`src/rtl/uart_rx_os.sv`:
```
// Oversampling UART receiver: configurable data width, parity and stop bits, valid/ready holding register.
// Optional build macro UART_RX_MAJORITY_EN: 2-of-3 majority vote over the three ticks ending at each sample point.
module uart_rx_os #(
  parameter int CLK_FREQ   = 1000000,
  parameter int BAUD_RATE  = 9600,
  parameter int OVERSAMPLE = 16,
  parameter int DATA_BITS  = 8,
  parameter int PARITY     = 0,
  parameter int STOP_BITS  = 1
) (
  input  logic                 clk,
  input  logic                 rst,
  input  logic                 rx,
  input  logic                 rx_ready,
  output logic                 rx_valid,
  output logic [DATA_BITS-1:0] rx_data,
  output logic                 frame_err,
  output logic                 parity_err,
  output logic                 overrun_err,
  output logic                 busy
);

  localparam int DIV_RAW = CLK_FREQ / (BAUD_RATE * OVERSAMPLE);
  localparam int DIV     = (DIV_RAW < 1) ? 1 : DIV_RAW;
  localparam int DIV_W   = (DIV > 1) ? $clog2(DIV) : 1;
  localparam int SC_W    = $clog2(OVERSAMPLE);
  localparam int BI_W    = $clog2(DATA_BITS + 1);

  localparam logic [SC_W-1:0] SC_HALF = SC_W'(OVERSAMPLE / 2 - 1);
  localparam logic [SC_W-1:0] SC_LAST = SC_W'(OVERSAMPLE - 1);
  localparam logic [BI_W-1:0] BI_LAST = BI_W'(DATA_BITS - 1);
  localparam logic            ST_LAST = 1'(STOP_BITS - 1);

  localparam logic [2:0] S_IDLE   = 3'd0;
  localparam logic [2:0] S_START  = 3'd1;
  localparam logic [2:0] S_DATA   = 3'd2;
  localparam logic [2:0] S_PARITY = 3'd3;
  localparam logic [2:0] S_STOP   = 3'd4;

  logic                 sync1_reg;
  logic                 rxs_reg;
  logic [DIV_W-1:0]     div_cnt_reg;
  logic                 tick;
  logic                 bit_val;

  logic [2:0]           state_reg, state_next;
  logic [SC_W-1:0]      sc_reg, sc_next;
  logic [BI_W-1:0]      bit_idx_reg, bit_idx_next;
  logic [DATA_BITS-1:0] shift_reg, shift_next;
  logic                 stop_cnt_reg, stop_cnt_next;
  logic                 fe_acc_reg, fe_acc_next;
  logic                 pe_acc_reg, pe_acc_next;
  logic                 done_reg, done_next;
  logic                 par_xor;

  logic                 rx_valid_reg;
  logic [DATA_BITS-1:0] rx_data_reg;
  logic                 frame_err_reg;
  logic                 parity_err_reg;
  logic                 overrun_reg;

  // Two-flop synchroniser; resets to the idle line level so no false start follows reset.
  always_ff @(posedge clk or negedge rst) begin
    if (!rst) begin
      sync1_reg <= 1'b1;
      rxs_reg   <= 1'b1;
    end else begin
      sync1_reg <= rx;
      rxs_reg   <= sync1_reg;
    end
  end

  always_ff @(posedge clk or negedge rst) begin
    if (!rst) begin
      div_cnt_reg <= '0;
    end else if (tick) begin
      div_cnt_reg <= '0;
    end else begin
      div_cnt_reg <= div_cnt_reg + DIV_W'(1);
    end
  end

  assign tick = (div_cnt_reg == DIV_W'(DIV - 1));

`ifdef UART_RX_MAJORITY_EN
  // hist_reg[0] holds the sample one tick back, hist_reg[1] two ticks back.
  logic [1:0] hist_reg;

  always_ff @(posedge clk or negedge rst) begin
    if (!rst) begin
      hist_reg <= 2'b11;
    end else if (tick) begin
      hist_reg <= {hist_reg[0], rxs_reg};
    end
  end

  assign bit_val = (hist_reg[1] & hist_reg[0]) | (hist_reg[1] & rxs_reg) | (hist_reg[0] & rxs_reg);
`else
  assign bit_val = rxs_reg;
`endif

  assign par_xor = (^shift_reg) ^ bit_val;

  always_comb begin
    state_next    = state_reg;
    sc_next       = sc_reg;
    bit_idx_next  = bit_idx_reg;
    shift_next    = shift_reg;
    stop_cnt_next = stop_cnt_reg;
    fe_acc_next   = fe_acc_reg;
    pe_acc_next   = pe_acc_reg;
    done_next     = 1'b0;
    if (tick) begin
      case (state_reg)
        S_IDLE: begin
          if (!rxs_reg) begin
            state_next = S_START;
            sc_next    = '0;
          end
        end
        S_START: begin
          if (sc_reg == SC_HALF) begin
            if (!bit_val) begin
              state_next    = S_DATA;
              sc_next       = '0;
              bit_idx_next  = '0;
              stop_cnt_next = 1'b0;
              fe_acc_next   = 1'b0;
              pe_acc_next   = 1'b0;
            end else begin
              state_next = S_IDLE;
            end
          end else begin
            sc_next = sc_reg + SC_W'(1);
          end
        end
        S_DATA: begin
          if (sc_reg == SC_LAST) begin
            sc_next      = '0;
            // Right shift: after DATA_BITS bits the first bit received sits in the LSB.
            shift_next   = {bit_val, shift_reg[DATA_BITS-1:1]};
            bit_idx_next = bit_idx_reg + BI_W'(1);
            if (bit_idx_reg == BI_LAST) begin
              state_next = (PARITY != 0) ? S_PARITY : S_STOP;
            end
          end else begin
            sc_next = sc_reg + SC_W'(1);
          end
        end
        S_PARITY: begin
          if (sc_reg == SC_LAST) begin
            sc_next     = '0;
            pe_acc_next = (PARITY == 1) ? ~par_xor : par_xor;
            state_next  = S_STOP;
          end else begin
            sc_next = sc_reg + SC_W'(1);
          end
        end
        S_STOP: begin
          if (sc_reg == SC_LAST) begin
            sc_next = '0;
            if (!bit_val) begin
              fe_acc_next = 1'b1;
            end
            if (stop_cnt_reg == ST_LAST) begin
              state_next = S_IDLE;
              done_next  = 1'b1;
            end else begin
              stop_cnt_next = stop_cnt_reg + 1'b1;
            end
          end else begin
            sc_next = sc_reg + SC_W'(1);
          end
        end
        default: begin
          state_next = S_IDLE;
        end
      endcase
    end
  end

  always_ff @(posedge clk or negedge rst) begin
    if (!rst) begin
      state_reg    <= S_IDLE;
      sc_reg       <= '0;
      bit_idx_reg  <= '0;
      shift_reg    <= '0;
      stop_cnt_reg <= 1'b0;
      fe_acc_reg   <= 1'b0;
      pe_acc_reg   <= 1'b0;
      done_reg     <= 1'b0;
    end else begin
      state_reg    <= state_next;
      sc_reg       <= sc_next;
      bit_idx_reg  <= bit_idx_next;
      shift_reg    <= shift_next;
      stop_cnt_reg <= stop_cnt_next;
      fe_acc_reg   <= fe_acc_next;
      pe_acc_reg   <= pe_acc_next;
      done_reg     <= done_next;
    end
  end

  // Holding register: a completed frame is dropped (with an overrun pulse) only when
  // the previous word is still unread and not being accepted in the same cycle.
  always_ff @(posedge clk or negedge rst) begin
    if (!rst) begin
      rx_valid_reg   <= 1'b0;
      rx_data_reg    <= '0;
      frame_err_reg  <= 1'b0;
      parity_err_reg <= 1'b0;
      overrun_reg    <= 1'b0;
    end else begin
      overrun_reg <= 1'b0;
      if (done_reg) begin
        if (!rx_valid_reg || rx_ready) begin
          rx_valid_reg   <= 1'b1;
          rx_data_reg    <= shift_reg;
          frame_err_reg  <= fe_acc_reg;
          parity_err_reg <= pe_acc_reg;
        end else begin
          overrun_reg <= 1'b1;
        end
      end else if (rx_valid_reg && rx_ready) begin
        rx_valid_reg <= 1'b0;
      end
    end
  end

  assign rx_valid    = rx_valid_reg;
  assign rx_data     = rx_data_reg;
  assign frame_err   = frame_err_reg;
  assign parity_err  = parity_err_reg;
  assign overrun_err = overrun_reg;
  assign busy        = (state_reg != S_IDLE);

endmodule

```
`config.mk`:
```
export PLATFORM = sky130hd
export DESIGN_NAME = uart_rx_os
export DESIGN_NICKNAME = d
export VERILOG_FILES = /design/src/rtl/uart_rx_os.sv
export SDC_FILE = /design/constraint.sdc
export NUM_CORES = 1
export LEC_CHECK = 0
export BUFFER_PORTS_ARGS = -buffer_cell sky130_fd_sc_hd__buf_4
export CAP_MARGIN = 5
export CORE_MARGIN = 8
export CORE_UTILIZATION = 48
export DETAILED_ROUTE_END_ITERATION = 10
export PLACE_DENSITY = 0.67
export REMOVE_ABC_BUFFERS = 1
export SYNTH_ARGS = -nofsm -noshare
export SYNTH_HDL_FRONTEND = slang
export SYNTH_SLANG_ARGS = --single-unit
```
`constraint.sdc`:
```
create_clock -name clk -period 1.93 [get_ports clk]
set_input_delay 0.193 -clock clk [delete_from_list [all_inputs] [get_ports clk]]
set_output_delay 0.193 -clock clk [all_outputs]
set_load 0.005 [all_outputs]
```
==> metrics, run 1 <==
routability congestion estimate 0.929; core box area 0.00391 mm2; commonest non-fill, non-tap cells in the layout 37 x dfrtp_1, 21 x buf_4, 20 x mux2_2, 13 x nand2_1, 7 x o21ai_0; max_slew headroom 68.1%; Slew Limit Fails 0; Root Driver clkbuf_8; data required time of the critical path 2.10 ns; CTS H-tree depth 2; number of synthesized register bits 39; CTS buffer count 5; synth-to-layout area growth 15.8%; Synth Area per Inst 11.7 um2; Ys Warns 0; Starting DRT DRC Count 90; routed vias/inst 5.60; Tightest Pin Transition 0.478 ns; final setup TNS 0 ns; Post-synth EDFFs 0; Finish-stage setup viols 0; WHS 0.178 ns; Post-Route Skew 0.00768 ns; antenna violations before repair 0; die area 0.00626 mm2; Max Buffers Root-to-Sink 2; DR pass1 iterations 4; number of port buffers 16; drt wl/cell 15.1 um; global-route wire length before repair 6230 um; n_diodes 0; Post-route DRC 0; DR vias 1,339; Top FF cell, synth dfrtp_1; non-filler cells in the finished layout 239; leak pwr 1.12 nW; Post-Place Cells 229; layout cells sized above 1 30.7%; I/O pin cnt 17; global route overflow 0; Hold Path Class input port to register; Final Instance Area 0.00222 mm2; Post-DRT Antenna Nets 0; Starting Density 48.9%; Period Utilization, post-route 96.0%; Clock Sinks 39; worst path buffer plus inverter count 0; final core utilization 56.6%; Worst-Skew Late Latency 0.29 ns; Fmax 540 MHz; R2R Path Start sc_reg[0]; die height 79.1 um; worst-path fanout max 7; crit path cell chain ha_2, and3b_2, nor3_2, or4_1, a22o_1; crit end category register; pre-CTS setup slack 0.0604 ns; total power 1.74 mW; crit-path leading delay family simple AND/OR/NAND/NOR gates; area post-placement 0.00210 mm2; RSZ-0062 raised after global routing false; standard-cell rows 23; Worst Setup SP sc_reg[0]; Post-CTS Repair Setup Buffers 0; Arr. time, crit path 2.03 ns; Yosys cell types 51; final WL 3610 um; max cap viols 0; CP Class register to register; status finished, final reports clean; Die X 79.1 um; Startpoint Class register; Cell Pwr Density 784 mW/mm2; Cells after Synth 164; clock slew at reported path FFs 0.08 ns; post-layout net count 194; commonest non-fill, non-tap cell in the layout dfrtp_1; hold violation count in the final report 0; DP Wirelength 2640 um; ys async rst share 100%; slowest CP cell or4_1; hold_sp rx_ready; Max stage delay on crit path 0.52 ns; vias in the first global route 1,380; post-route setup slack 0.0776 ns; largest net degree at the start of global routing 40; register area share after synthesis 51.1%; area of the mapped netlist 0.00191 mm2; maximum VDD drop 394 uV; Global Route Usage Sum 12.5%; min Tclk post-route 1.85 ns; CTS tree built
==> metal layers <==
metal / up-vias / GRT usage [%] / wire length (um)
met5: - / 0 / 0
met4: 0 / 7.22 / 69
met3: 7 / 3.50 / 154
met2: 25 / 19.9 / 1670
met1: 664 / 14.8 / 1720
li1: 643 / - / -
==> power breakdown <==
group          switching [mW]  internal [mW]  total [mW]
sequential             0.0572          0.858       0.915
clock                   0.280          0.295       0.575
combinational           0.130          0.117       0.246
==> cell families (layout without fill, tap and decap cells) <==
group | after synthesis | in the layout | share of synthesized area [%]
compound gates | 29 | 29 | 11.3
flops | 39 | 39 | 51.1
mux | 22 | 22 | 12.8
fa+ha+maj | 2 | 2 | 1.31
simple gates | 52 | 52 | 16.0
buf+inv | 12 | 37 | 3.07
xor+xnor | 8 | 8 | 4.38
==> area by class of cell <==
class	instances	area, um2
Inverter	6	22.5
Clock buffer	7	86.3
Clock inverter	1	8.76
Fill cell	349	1700
Tap cell	50	62.6
Sequential cell	39	978
Multi-Input combinational cell	113	880
Timing Repair Buffer	23	178
==> timing repair <==
item | in CTS | in global routing
resized for setup | 0 | 2
endpoints found under the setup margin | 0 | 1
hold endpoints to repair | 38 | 0
hold buffers | 2 | 0
==> synthesized netlist by cell type (3+ instances only) <==
| library cell | n | area [um2] |
|---|---|---|
| nor4_1 | 4 | 25.0 |
| mux2_2 | 20 | 225 |
| nand3_1 | 5 | 25.0 |
| a21oi_1 | 4 | 20.0 |
| xnor2_1 | 5 | 43.8 |
| inv_1 | 6 | 22.5 |
| nor2b_1 | 3 | 18.8 |
| nand2b_1 | 4 | 25.0 |
| dfrtp_1 | 37 | 926 |
| nand2_1 | 13 | 48.8 |
| nor2_1 | 4 | 15.0 |
| o21ai_0 | 7 | 35.0 |
| nor3_1 | 3 | 15.0 |
==> final timing paths <==
check	end	slack [ns]	cells after the start
max	bit_idx_reg[2]	0.08	5
min	overrun_err	0.18	3
max reg2reg	bit_idx_reg[2]	0.08	5
min reg2reg	bit_val	0.36	0
max in group asynchronous	bit_val	1.17	2
min in group asynchronous	rx_data[6]	0.40	2
==> tightest hold or removal path: cells and delay by family <==
kind | cells | cell delay [ns]
buf+inv | 1 | 0.07
simple gates | 2 | 0.18
Note: power is estimated with default switching activity, not from simulation.
==> run 2, diff against run 1 <==
==> constraint.sdc (replaced) <==
create_clock -name clk -period 1.9 [get_ports clk]
set_input_delay 0.19 -clock clk [delete_from_list [all_inputs] [get_ports clk]]
set_output_delay 0.19 -clock clk [all_outputs]
set_load 0.005 [all_outputs]
==> metrics, run 2 (synthesis results as in run 1) <==
status finished, final reports clean; worst hold path endpoint overrun_err; Clk pwr share 38.2%; switching power total 495 uW; die height 79.1 um; Hold Path Class input port to register; Reg2Reg Depth 5; commonest non-fill, non-tap cells in the layout 36 x dfrtp_1, 23 x buf_4, 20 x mux2_2, 13 x nand2_1, 7 x o21ai_0; drt wl/cell 15.9 um; n_diodes 0; hold_sp rx_ready; CTS H-tree depth 2; Slew Limit Fails 0; Finish-stage setup viols 0; data required time of the critical path 2.09 ns; Die X 79.1 um; commonest non-fill, non-tap cell in the layout dfrtp_1; final core utilization 57.7%; Power Internal 1.43 mW; leak pwr 1.14 nW; max_slew headroom 64.2%; vias in the first global route 1,434; logic gate share of total power 13.0%; maximum VDD drop 482 uV; Starting Density 48.9%; core box area 0.00391 mm2; # fillers 352; Period Utilization, post-route 94.2%; Fmax 558 MHz; die area 0.00626 mm2; Final Instance Area 0.00226 mm2; Tightest Pin Transition 0.535 ns; crit end category register; Global Route Usage Sum 13.8%; standard-cell rows 23; Startpoint Class register; Root Driver clkbuf_8; synth-to-layout area growth 18.0%; post-layout net count 196; global route overflow 0; I/O pin cnt 17; clock slew at reported path FFs 0.08 ns; layout cells sized above 1 31.9%; number of port buffers 16; Worst-Skew Late Latency 0.29 ns; Cell Pwr Density 851 mW/mm2; hold path cells 3; Max Buffers Root-to-Sink 2; Post-Place Cells 231; Post-CTS Repair Setup Buffers 0; pre-CTS setup slack 0.100 ns; Clock Sinks 39; worst r2r dst bit_idx_reg[2]; DP Wirelength 2780 um; DR pass1 iterations 4; global-route wire length before repair 6870 um; area post-placement 0.00211 mm2; CTS buffer count 5; flop2flop setup slack 0.11 ns; routability congestion estimate 0.865; RSZ-0062 raised after global routing false; final WL 3830 um; largest net degree at the start of global routing 40; max cap viols 0; non-filler cells in the finished layout 241; Post-Route Skew 0.00763 ns; Arr. time, crit path 1.98 ns; min Tclk post-route 1.79 ns; hold violation count in the final report 0; R2R Path Start sc_reg[0]; final setup TNS 0 ns; Starting DRT DRC Count 83; antenna violations before repair 0; CTS tree built; worst-path fanout max 7; CP Class register to register; Post-route DRC 0; DR vias 1,337; routed vias/inst 5.55; Post-DRT Antenna Nets 0; post-route setup slack 0.109 ns; Reg power frac 48.8%; Sw Ratio 25.8%
## run 2: cell count changes in the layout (fill, tap and decap cells not counted), sizes merged
cell and change:
buf +2, bufinv +1, clkbuf -1
## run 2: layout make-up
type	count	area, um2	area share (%)
clock buffer	6	82.6	3.66
sequential	39	980	43.4
tap	50	62.6	2.77
multi-input combinational	113	878	38.9
clock inverter	2	38.8	1.72
timing repair buffer	25	193	8.54
inverter	6	22.5	0.998
## run 2: worst max-delay path, cell delays in order, from the launching register on
cell     delay, ns
dfrtp_1       0.39
ha_2          0.21
and3b_2       0.23
nor3_2        0.10
or4_1         0.51
a22o_1        0.23
## run 2: power groups by stage
stage / Clock, mW / Combinational [mW] / Sequential [mW]
2_1_floorplan: 0 / 0.155 / 0.932
3_3_place_gp: 0 / 0.239 / 0.946
3_5_place_dp: 0 / 0.242 / 0.950
4_1_cts: 0.759 / 0.246 / 0.934
5_1_grt: 0.781 / 0.275 / 0.945
6_report: 0.734 / 0.249 / 0.938
## run 2: what timing repair did
item | CTS | global route
hold buffers | 2 | 0
endpoints found under the setup margin | 0 | 1
hold endpoints to repair | 38 | 0
resized for setup | 0 | 2
## run 2: worst max path at each step
| stage | slack (ns) | cells after the start | endpoint | start |
|---|---|---|---|---|
| after floorplan | 0.12 | 5 | bit_idx_reg[2] | sc_reg[0] |
| after global placement | 0.15 | 5 | bit_idx_reg[2] | sc_reg[0] |
| after detailed placement | 0.10 | 4 | bit_idx_reg[2] | state_reg[0] |
| after CTS | 0.09 | 4 | bit_idx_reg[2] | state_reg[0] |
| after global routing | 0.02 | 5 | bit_idx_reg[2] | sc_reg[0] |
| final | 0.11 | 5 | bit_idx_reg[2] | sc_reg[0] |
## run 2: layer usage
metal | vias to the layer above | track usage (%) | wire length [um]
met3 | 6 | 4.74 | 209
li1 | 641 | - | -
met5 | - | 0 | 0
met2 | 31 | 21.2 | 1800
met1 | 659 | 17.2 | 1760
met4 | 0 | 6.11 | 63
## run 2: through the flow
step / power, mW / hold WS, ns
2_1_floorplan: 1.09 / -0.106
3_3_place_gp: 1.18 / 0.177
3_5_place_dp: 1.19 / 0.189
4_1_cts: 1.94 / 0.174
5_1_grt: 2.00 / 0.207
6_report: 1.92 / 0.186
